### src/rtl/abs_pipe_pkg.sv
// ============================================================================
// Module      : abs_pipe_pkg
// Description : Shared constants and helper functions for the abs_pipe unit.
// Revision    : 1.0 - initial release
// ============================================================================
`default_nettype none

package abs_pipe_pkg;

    localparam int MAX_WIDTH  = 1024;
    localparam int MIN_WIDTH  = 2;
    localparam int MIN_STAGES = 1;

    // Most-negative two's-complement pattern: 1 followed by width-1 zeros.
    function automatic logic [MAX_WIDTH-1:0] most_neg(input int width);
        return MAX_WIDTH'(1) << (width - 1);
    endfunction

    // Largest positive value: 0 followed by width-1 ones.
    function automatic logic [MAX_WIDTH-1:0] pos_max(input int width);
        return most_neg(width) - MAX_WIDTH'(1);
    endfunction

    function automatic bit params_ok(input int width, input int stages);
        return (width >= MIN_WIDTH) && (stages >= MIN_STAGES);
    endfunction

endpackage

`default_nettype wire

### src/rtl/padder_n.sv
// ============================================================================
// Module      : padder_n
// Description : WIDTH-bit Kogge-Stone parallel-prefix adder (combinational).
// Revision    : 1.0 - initial release
// ============================================================================
`default_nettype none

module padder_n #(
    parameter int WIDTH = 16
) (
    input  logic [WIDTH-1:0] A,
    input  logic [WIDTH-1:0] B,
    input  logic             Cin,
    output logic [WIDTH-1:0] S,
    output logic             Cout
);

    localparam int c_LEVELS = (WIDTH > 1) ? $clog2(WIDTH) : 1;

    logic [WIDTH-1:0] w_p;
    logic [WIDTH-1:0] w_gv;
    logic [WIDTH-1:0] w_pv;
    logic [WIDTH-1:0] w_gn;
    logic [WIDTH-1:0] w_pn;
    logic [WIDTH-1:0] w_c;

    assign w_p = A ^ B;

    // Carry-in is folded into bit 0's generate so the prefix tree yields
    // true carries directly.
    always_comb begin
        w_gv    = A & B;
        w_pv    = w_p;
        w_gv[0] = w_gv[0] | (w_p[0] & Cin);
        w_gn    = w_gv;
        w_pn    = w_pv;
        for (int l = 0; l < c_LEVELS; l++) begin
            w_gn = w_gv;
            w_pn = w_pv;
            for (int i = (1 << l); i < WIDTH; i++) begin
                w_gn[i] = w_gv[i] | (w_pv[i] & w_gv[i - (1 << l)]);
                w_pn[i] = w_pv[i] & w_pv[i - (1 << l)];
            end
            w_gv = w_gn;
            w_pv = w_pn;
        end
    end

    assign w_c  = {w_gv[WIDTH-2:0], Cin};
    assign S    = w_p ^ w_c;
    assign Cout = w_gv[WIDTH-1];

endmodule

`default_nettype wire

### src/rtl/abs_pipe.sv
// ============================================================================
// Module      : abs_pipe
// Description : Pipelined two's-complement absolute value with valid/ready
//               flow control and overflow flag. ABS_PIPE_SAT_EN saturates
//               the most-negative input to +max instead of wrapping.
// Revision    : 1.0 - initial release
// ============================================================================
`default_nettype none

module abs_pipe
    import abs_pipe_pkg::*;
#(
    parameter int WIDTH  = 16,
    parameter int STAGES = 2
) (
    input  logic             clk,
    input  logic             rst,
    input  logic             in_valid,
    output logic             in_ready,
    input  logic [WIDTH-1:0] in_data,
    output logic             out_valid,
    input  logic             out_ready,
    output logic [WIDTH-1:0] out_data,
    output logic             out_ovf
);

    localparam logic [WIDTH-1:0] c_MOST_NEG = WIDTH'(most_neg(WIDTH));

    if (!params_ok(WIDTH, STAGES)) begin : g_param_check
        $error("abs_pipe: WIDTH must be >= 2 and STAGES >= 1");
    end

    logic             w_s;
    logic [WIDTH-1:0] w_x;
    logic             w_in_ovf;
    logic [WIDTH-1:0] w_add_a;
    logic             w_add_cin;
    logic [WIDTH-1:0] w_sum;
    logic             w_unused_cout;
    logic [WIDTH-1:0] w_s1_data;
    logic [STAGES:1]  w_load;
    logic [STAGES:1]  r_v;
    logic [STAGES:1]  r_o;
    logic [WIDTH-1:0] r_d [1:STAGES];

    assign w_s      = in_data[WIDTH-1];
    assign w_x      = in_data ^ {WIDTH{w_s}};
    assign w_in_ovf = (in_data == c_MOST_NEG);

    padder_n #(
        .WIDTH (WIDTH)
    ) u_padder (
        .A    (w_add_a),
        .B    ({WIDTH{1'b0}}),
        .Cin  (w_add_cin),
        .S    (w_sum),
        .Cout (w_unused_cout)
    );

    if (STAGES == 1) begin : g_add_pre
        assign w_add_a   = w_x;
        assign w_add_cin = w_s;
        assign w_s1_data = w_sum;
    end else begin : g_add_post
        logic r_s1;
        always_ff @(posedge clk) begin
            if (w_load[1] && in_valid) begin
                r_s1 <= w_s;
            end
        end
        assign w_add_a   = r_d[1];
        assign w_add_cin = r_s1;
        assign w_s1_data = w_x;
    end

    // A stage can load when it or any stage downstream of it has a hole,
    // or when the consumer drains the last stage this cycle.
    for (genvar k = 1; k <= STAGES; k++) begin : g_load
        assign w_load[k] = out_ready | ~(&r_v[STAGES:k]);
    end

    for (genvar k = 1; k <= STAGES; k++) begin : g_stage
        if (k == 1) begin : g_first
            always_ff @(posedge clk) begin
                if (rst) begin
                    r_v[1] <= 1'b0;
                end else if (w_load[1]) begin
                    r_v[1] <= in_valid;
                end
            end
            always_ff @(posedge clk) begin
                if (w_load[1] && in_valid) begin
                    r_d[1] <= w_s1_data;
                    r_o[1] <= w_in_ovf;
                end
            end
        end else begin : g_next
            always_ff @(posedge clk) begin
                if (rst) begin
                    r_v[k] <= 1'b0;
                end else if (w_load[k]) begin
                    r_v[k] <= r_v[k-1];
                end
            end
            always_ff @(posedge clk) begin
                if (w_load[k] && r_v[k-1]) begin
                    r_d[k] <= (k == 2) ? w_sum : r_d[k-1];
                    r_o[k] <= r_o[k-1];
                end
            end
        end
    end

    assign in_ready  = w_load[1];
    assign out_valid = r_v[STAGES];
    assign out_ovf   = r_o[STAGES];

`ifdef ABS_PIPE_SAT_EN
    localparam logic [WIDTH-1:0] c_POS_MAX = WIDTH'(pos_max(WIDTH));
    assign out_data = r_o[STAGES] ? c_POS_MAX : r_d[STAGES];
`else
    assign out_data = r_d[STAGES];
`endif

endmodule

`default_nettype wire

### config.mk
export PLATFORM = sky130hd
export DESIGN_NAME = abs_pipe
export DESIGN_NICKNAME = d
export VERILOG_FILES = /design/src/rtl/abs_pipe_pkg.sv /design/src/rtl/padder_n.sv /design/src/rtl/abs_pipe.sv
export SDC_FILE = /design/constraint.sdc
export NUM_CORES = 1
export LEC_CHECK = 0
export CAP_MARGIN = 30
export CORE_UTILIZATION = 25
export DETAILED_ROUTE_END_ITERATION = 16
export SKIP_LAST_GASP = 1
export SYNTH_ARGS = -nofsm -noshare
export SYNTH_HDL_FRONTEND = slang
export SYNTH_SLANG_ARGS = --single-unit
export TNS_END_PERCENT = 100
### constraint.sdc
create_clock -name clk -period 1.68 [get_ports clk]
set_input_delay 0.252 -clock clk [delete_from_list [all_inputs] [get_ports clk]]
set_output_delay 0.252 -clock clk [all_outputs]
set_load 0.01 [all_outputs]
==> impl_results.md, run 1 <==
- GRT Residual Overflow: 0
- Final Max Slew Viols: 0
- Startpoint Class: primary input
- Number of flops mapped to enable cells by yosys: 34
- Avg WL per Cell: approximately 12 um
- Commonest register cell after synthesis: edfxtp_1
- Routed WL: around 2.7 mm
- Most frequent cells in the layout: clkdlybuf4s50_1, edfxtp_1, xor2_1
- Clock-pin slew on the worst setup and hold paths: about 0.070 ns
- Gr usage total: 0.0903
- Vias per inst: between 4 and 5
- Yosys warning count: 0
- NumNets Final: between 150 and 200
- Initial antenna violation count: 0
- Number of global-route vias before repair: approximately 980
- Sink Count: 36
- Worst VDD drop: 0.367 mV
- #FFs+latches synth: 36
- Die area: ~0.0067 sq mm
- First-pass GRT wire length: around 4.3 mm
- Clock latency at the later pin of the worst-skew pair: ~0.28 ns
- CP max FO: 2
- ANT nets after route: 0
- Commonest non-fill, non-tap cell in the layout: clkdlybuf4s50_1
- Drt pass-1 iters: 3
- Root Driver: clkbuf_8
- Worst reg-to-reg path cell count: 5
- Hold_buf cts: 0
- Inserted Clock Buffers: 5
- Die Wd: ~82 um
- Hold depth: 0
- Setup-failing EPs final: 0
- DP HPWL: approximately 2.1 mm
- Via count: between 900 and 1000
- Row cnt: 28
- Highest clock rate: between 600 and 700 MHz
- Final hold vios: 0
- Sequential area share after synthesis: 0.661
- CTS tree: yes
- Filler cells: 585
- Initial Util: 0.265
- Share of cells above drive strength 1: 0.121
- Crit end category: primary output
- Post-Syn Instances: between 100 and 150
- Post-route cell area: about 0.0022 sq mm
- Placed cell area: around 0.0021 sq mm
- Worst r2r src: g_add_post.r_s1
- CTS H-tree lvls: 2
- Syn_area_per_cell: around 15 sq um
- GPL Wtd Cong: 0.775
- Crit Path Class: in -> out
- Max Cap Violations: 0
- Final Skew: 0.00717 ns
- Post-CTS setup buffer count: 0
- CP Capture Point: in_ready
- Period Utilization, post-route: 0.972
- I/O Buffers: 38
- Static leakage: 0.798 nW
- Worst Path Required: around 1.4 ns
- PostCTS Resize Cnt: 0
- Starting DRT DRC Count: 29
- Outcome: finished clean
- Final Total Pwr: roughly 1.9 mW
- # diodes: 0
- Tmin final: 1.63 ns
- Largest net degree at the start of global routing: 18
- Slack of the worst reg-to-reg path: 0.08 ns
- End of the worst register-to-register path: r_d[2][14]
- Power Density: roughly 860 mW/mm^2
- Unrepaired setup endpoints after global routing: yes
- Async SR Flop Fraction: 0
- Synth cell types: 22
- Placeable core area: 0.00606 sq mm
- Hold Crit Class: reg -> reg
- Crit path DAT: approximately 1.4 ns
- Critical Path Source: out_ready
- Slew margin rel.: 0.719
- Die Ht: roughly 82 um
- Minimum hold slack: approximately 0.42 ns
- Syn nets: 132
- I/O pins: 39
- Mapped Area: roughly 0.0016 sq mm
- Slew at the pin with the worst max-slew slack: ~0.42 ns
- DRC: 0
- Area Overhead vs Synth: 38.3%
- Maximum clock insertion buffer count: 2
[cell usage after synthesis (2+ instances only)]
library cell | n | area share
ha_1 | 3 | 0.023
nor4_1 | 4 | 0.016
xnor2_1 | 5 | 0.027
edfxtp_1 | 34 | 0.64
nand2_1 | 4 | 0.0094
nor3_1 | 2 | 0.0062
inv_1 | 6 | 0.014
nor2b_1 | 2 | 0.0078
buf_2 | 2 | 0.0062
nand3_1 | 5 | 0.016
nor2_1 | 6 | 0.014
xor2_1 | 22 | 0.12
and3_1 | 2 | 0.0078
nor4_2 | 2 | 0.016
dfxtp_1 | 2 | 0.025
a21oi_1 | 2 | 0.0062
[worst max-delay path, cell delays in order]
cell,delay [ns]
clkdlybuf4s50_1,0.47
nor2b_2,0.05
nand2_1,0.08
clkdlybuf4s50_1,0.53
[worst min path at each step]
stage / endpoint / startpoint / slack, ns
floorplan: r_v[1] / rst / 0.32
global placement: out_ovf / r_o[1] / 0.41
detailed placement: out_ovf / r_o[1] / 0.40
CTS: out_ovf / r_o[1] / 0.42
global route: out_ovf / r_o[1] / 0.43
finish: out_ovf / r_o[1] / 0.42
[flip-flops by register name (all words and copies together), names as in the netlist]
signal	cells
r_o	1
r_d	31
out_valid	1
out_ovf	1
r_v	1
g_add_post.r_s1	1
[area by class of cell]
| cell class | count | area (sq um) | area share |
|---|---|---|---|
| inverters | 6 | 22.5 | 0.0101 |
| clock buffers | 7 | 76.3 | 0.0344 |
| clock inverters | 1 | 5.00 | 0.00225 |
| flip-flops and latches | 36 | 1060 | 0.478 |
| well taps | 75 | 93.8 | 0.0423 |
| multi-input cells | 65 | 526 | 0.237 |
| repair buffers | 42 | 435 | 0.196 |
[routing by layer]
layer	track usage	up-vias	wire [um]
li1	-	485	-
met1	0.0902	448	1120
met2	0.158	28	1340
met3	0.0330	8	152
met4	0.0579	0	68
met5	0	-	0
[power breakdown]
part,leakage [nW],switching (mW),internal [mW]
combinational,0.414,0.105,0.134
clock,0.0422,0.268,0.290
sequential,0.342,0.0404,1.06
[through the flow]
step           std cells  setup slack, ns   util  setup TNS, ns
2_1_floorplan        109         -0.00937      -         -0.159
3_3_place_gp         224           0.0604  0.351              0
3_5_place_dp         224           0.0448  0.351              0
4_1_cts              232           0.0391  0.365              0
5_1_grt              232         -0.00917  0.366        -0.0100
6_report             232           0.0469  0.366              0
[kinds of logic after synthesis]
| group | synth area share |
|---|---|
| flip-flops | 0.661 |
| AND/OR/NAND/NOR | 0.142 |
| XOR/XNOR | 0.147 |
| buffers and inverters | 0.0203 |
| adder cells (fa/ha/maj) | 0.0234 |
| AO/OA/AOI/OAI | 0.00624 |
Note: power is estimated with default switching activity, not from simulation.
==> run 2, diff against run 1 <==
--- a/config.mk
+++ b/config.mk
@@ -6,8 +6,11 @@
 export NUM_CORES = 1
 export LEC_CHECK = 0
 export CAP_MARGIN = 30
-export CORE_UTILIZATION = 25
+export CELL_PAD_IN_SITES_DETAIL_PLACEMENT = 0
+export CELL_PAD_IN_SITES_GLOBAL_PLACEMENT = 2
+export CORE_UTILIZATION = 30
 export DETAILED_ROUTE_END_ITERATION = 16
+export PLACE_DENSITY_LB_ADDON = 0.1
 export SKIP_LAST_GASP = 1
 export SYNTH_ARGS = -nofsm -noshare
 export SYNTH_HDL_FRONTEND = slang
==> run 2 against run 1 <==
Compared with the run above:
- critical path type is now reg -> reg
- critical path depth increased by 1
- power decreased by 0.61%
- non-clock buffer count increased by 1
- critical endpoint is now r_d[2][14]
- highest routed layer unchanged
- maximum frequency increased by 4.3%
- largest cell class unchanged
- clock skew decreased by 0.0038 ns
- via count decreased by 2.1%
- wire length increased by 2.4%
- flip-flop and latch count unchanged
==> impl_results.md, run 2 (same netlist as run 1, synthesis figures left out) <==
- Inserted Clock Buffers: 5
- Initial antenna violation count: 0
- Final Max Slew Viols: 0
- Placed cell area: roughly 0.0021 sq mm
- Drt pass-1 iters: 4
- Highest clock rate: roughly 640 MHz
- First-pass GRT wire length: between 4 and 5 mm
- Final Total Pwr: between 1.5 and 2 mW
- Static leakage: 0.801 nW
- Max Cap Violations: 0
- Dpl ws: between 0.03 and 0.04 ns
- Cell Int Power: between 1 and 1.5 mW
- Vias per inst: between 4 and 5
- Final Util: 0.430
- Avg WL per Cell: 12.1 um
- Routed WL: about 2.7 mm
- Max incr delay on CP: 0.33 ns
- Sequential power share: 0.584
- DRC: 0
- Placeable core area: between 0.005 and 0.006 sq mm
- Post-CTS setup buffer count: 0
- Non-filler cells, final: 227
- Register area: around 0.0011 sq mm
- Crit end category: flop
- Outcome: finished clean
- P_sw: between 0.4 and 0.5 mW
- Sw Share: 0.222
- Buffers & Inverters on Critical Path: 0
- I/O pins: 39
- Power Density: between 800 and 900 mW/mm^2
- Cells after DPL: 220
- Reg with most FFs: r_d
- Combinational Power Share: 0.126
- Worst Path Required: approximately 1.7 ns
- CP max FO: 5
- ANT nets after route: 0
- Unrepaired setup endpoints after global routing: no
- Hold Startpoint: r_o[1]
- CP max-delay cell: edfxtp_1
- Fin Setup TNS: 0 ns
- GPL Wtd Cong: around 0.71
- Commonest non-fill, non-tap cell in the layout: clkdlybuf4s50_1
- Die Ht: 75.2 um
- NumNets Final: 180
- Crit path DAT: about 1.6 ns
- Worst Slack Setup Final: around 0.11 ns
- Period Utilization, post-route: 0.932
- Slew margin rel.: 0.800
- GRT Residual Overflow: 0
- Sink Count: 36
- Root Driver: clkbuf_8
- Clock power frac: 0.290
- Row cnt: 26
- Post-route cell area: 0.00221 sq mm
- Area Overhead vs Synth: 37.6%
- Die area: around 0.0056 sq mm
- Clock latency at the later pin of the worst-skew pair: 0.28 ns
- Startpoint Class: flop
- CTS H-tree lvls: 2
- DP HPWL: around 2.2 mm
- Worst r2r src: g_add_post.r_s1
- Slew at the pin with the worst max-slew slack: roughly 0.3 ns
- Setup-failing EPs final: 0
- Final Skew: approximately 0.0034 ns
- Via count: about 950
- Gr usage total: 0.116
- CTS tree: yes
- Starting DRT DRC Count: 39
- Number of global-route vias before repair: about 950
- Minimum hold slack: ~0.43 ns
- Area occupied by multi-input gates: ~520 sq um
- Maximum clock insertion buffer count: 2
- I/O Buffers: 38
- Largest net degree at the start of global routing: 18
- Final hold vios: 0
- Cell family with most CP delay: simple AND/OR/NAND/NOR gates
- Initial Util: 0.312
- Max reg flops: 31
- Share of cells above drive strength 1: 0.102
- Worst VDD drop: about 0.27 mV
- Hold Crit Class: reg -> reg
- Crit Path Class: reg -> reg
- Most frequent cells in the layout: clkdlybuf4s50_1, edfxtp_1, xor2_1
- # diodes: 0
- Critical Path Source: g_add_post.r_s1
- CP Cell Sequence: ha_1, ha_1, nand4_4, nor4b_4, xor2_1
- Die Wd: about 75 um
- Clock-pin slew on the worst setup and hold paths: ~0.07 ns
- Tmin final: between 1.5 and 2 ns
- Filler cells: 503
- Most used cell, CP: ha_1
[run 2: changes by cell type in the layout (fill, tap and decap cells not counted), sizes merged]
cell | previous run | this run
dlymetal6s2s | 0 | 1
clkdlybuf4s50 | 38 | 37
clkinv | 1 | 2
buf | 4 | 5
clkbuf | 7 | 5
[run 2: power by group through the flow]
| stage | sequential [mW] | clock (mW) | combinational (mW) |
|---|---|---|---|
| 2_1_floorplan | 1.12 | 0 | 0.0938 |
| 3_3_place_gp | 1.12 | 0 | 0.242 |
| 3_5_place_dp | 1.12 | 0 | 0.243 |
| 4_1_cts | 1.10 | 0.568 | 0.244 |
| 5_1_grt | 1.11 | 0.609 | 0.262 |
| 6_report | 1.10 | 0.546 | 0.238 |
[run 2: routing by layer]
layer | wire length (um) | GRT usage
met1 | 1270 | 0.139
met2 | 1260 | 0.180
met3 | 160 | 0.0455
met4 | 57 | 0.0617
met5 | 0 | 0
[run 2: area by class of cell]
cell class / count / share of cell area
Timing Repair Buffer: 43 / 0.202
Clock inverter: 2 / 0.00340
Tap cell: 70 / 0.0397
Multi-Input combinational cell: 65 / 0.233
Inverter: 6 / 0.0102
Clock buffer: 5 / 0.0312
Sequential cell: 36 / 0.480
[run 2: worst register-to-register path, stage by stage (launching register included)]
cell and delay, ns:
edfxtp_1 0.33, ha_1 0.19, ha_1 0.22, nand4_4 0.17, nor4b_4 0.31, xor2_1 0.09
[run 2: timing repair]
action	in CTS	in global routing
gates resized for setup	0	1
endpoints found under the setup margin	0	1
hold buffers	0	0
[run 2: final timing paths]
path	to	slack, ns	cells after the start
worst max-delay path	r_d[2][14]	0.11	5
worst min-delay path	out_ovf	0.43	0
worst max register to register	r_d[2][14]	0.11	5
worst min register to register	out_ovf	0.43	0
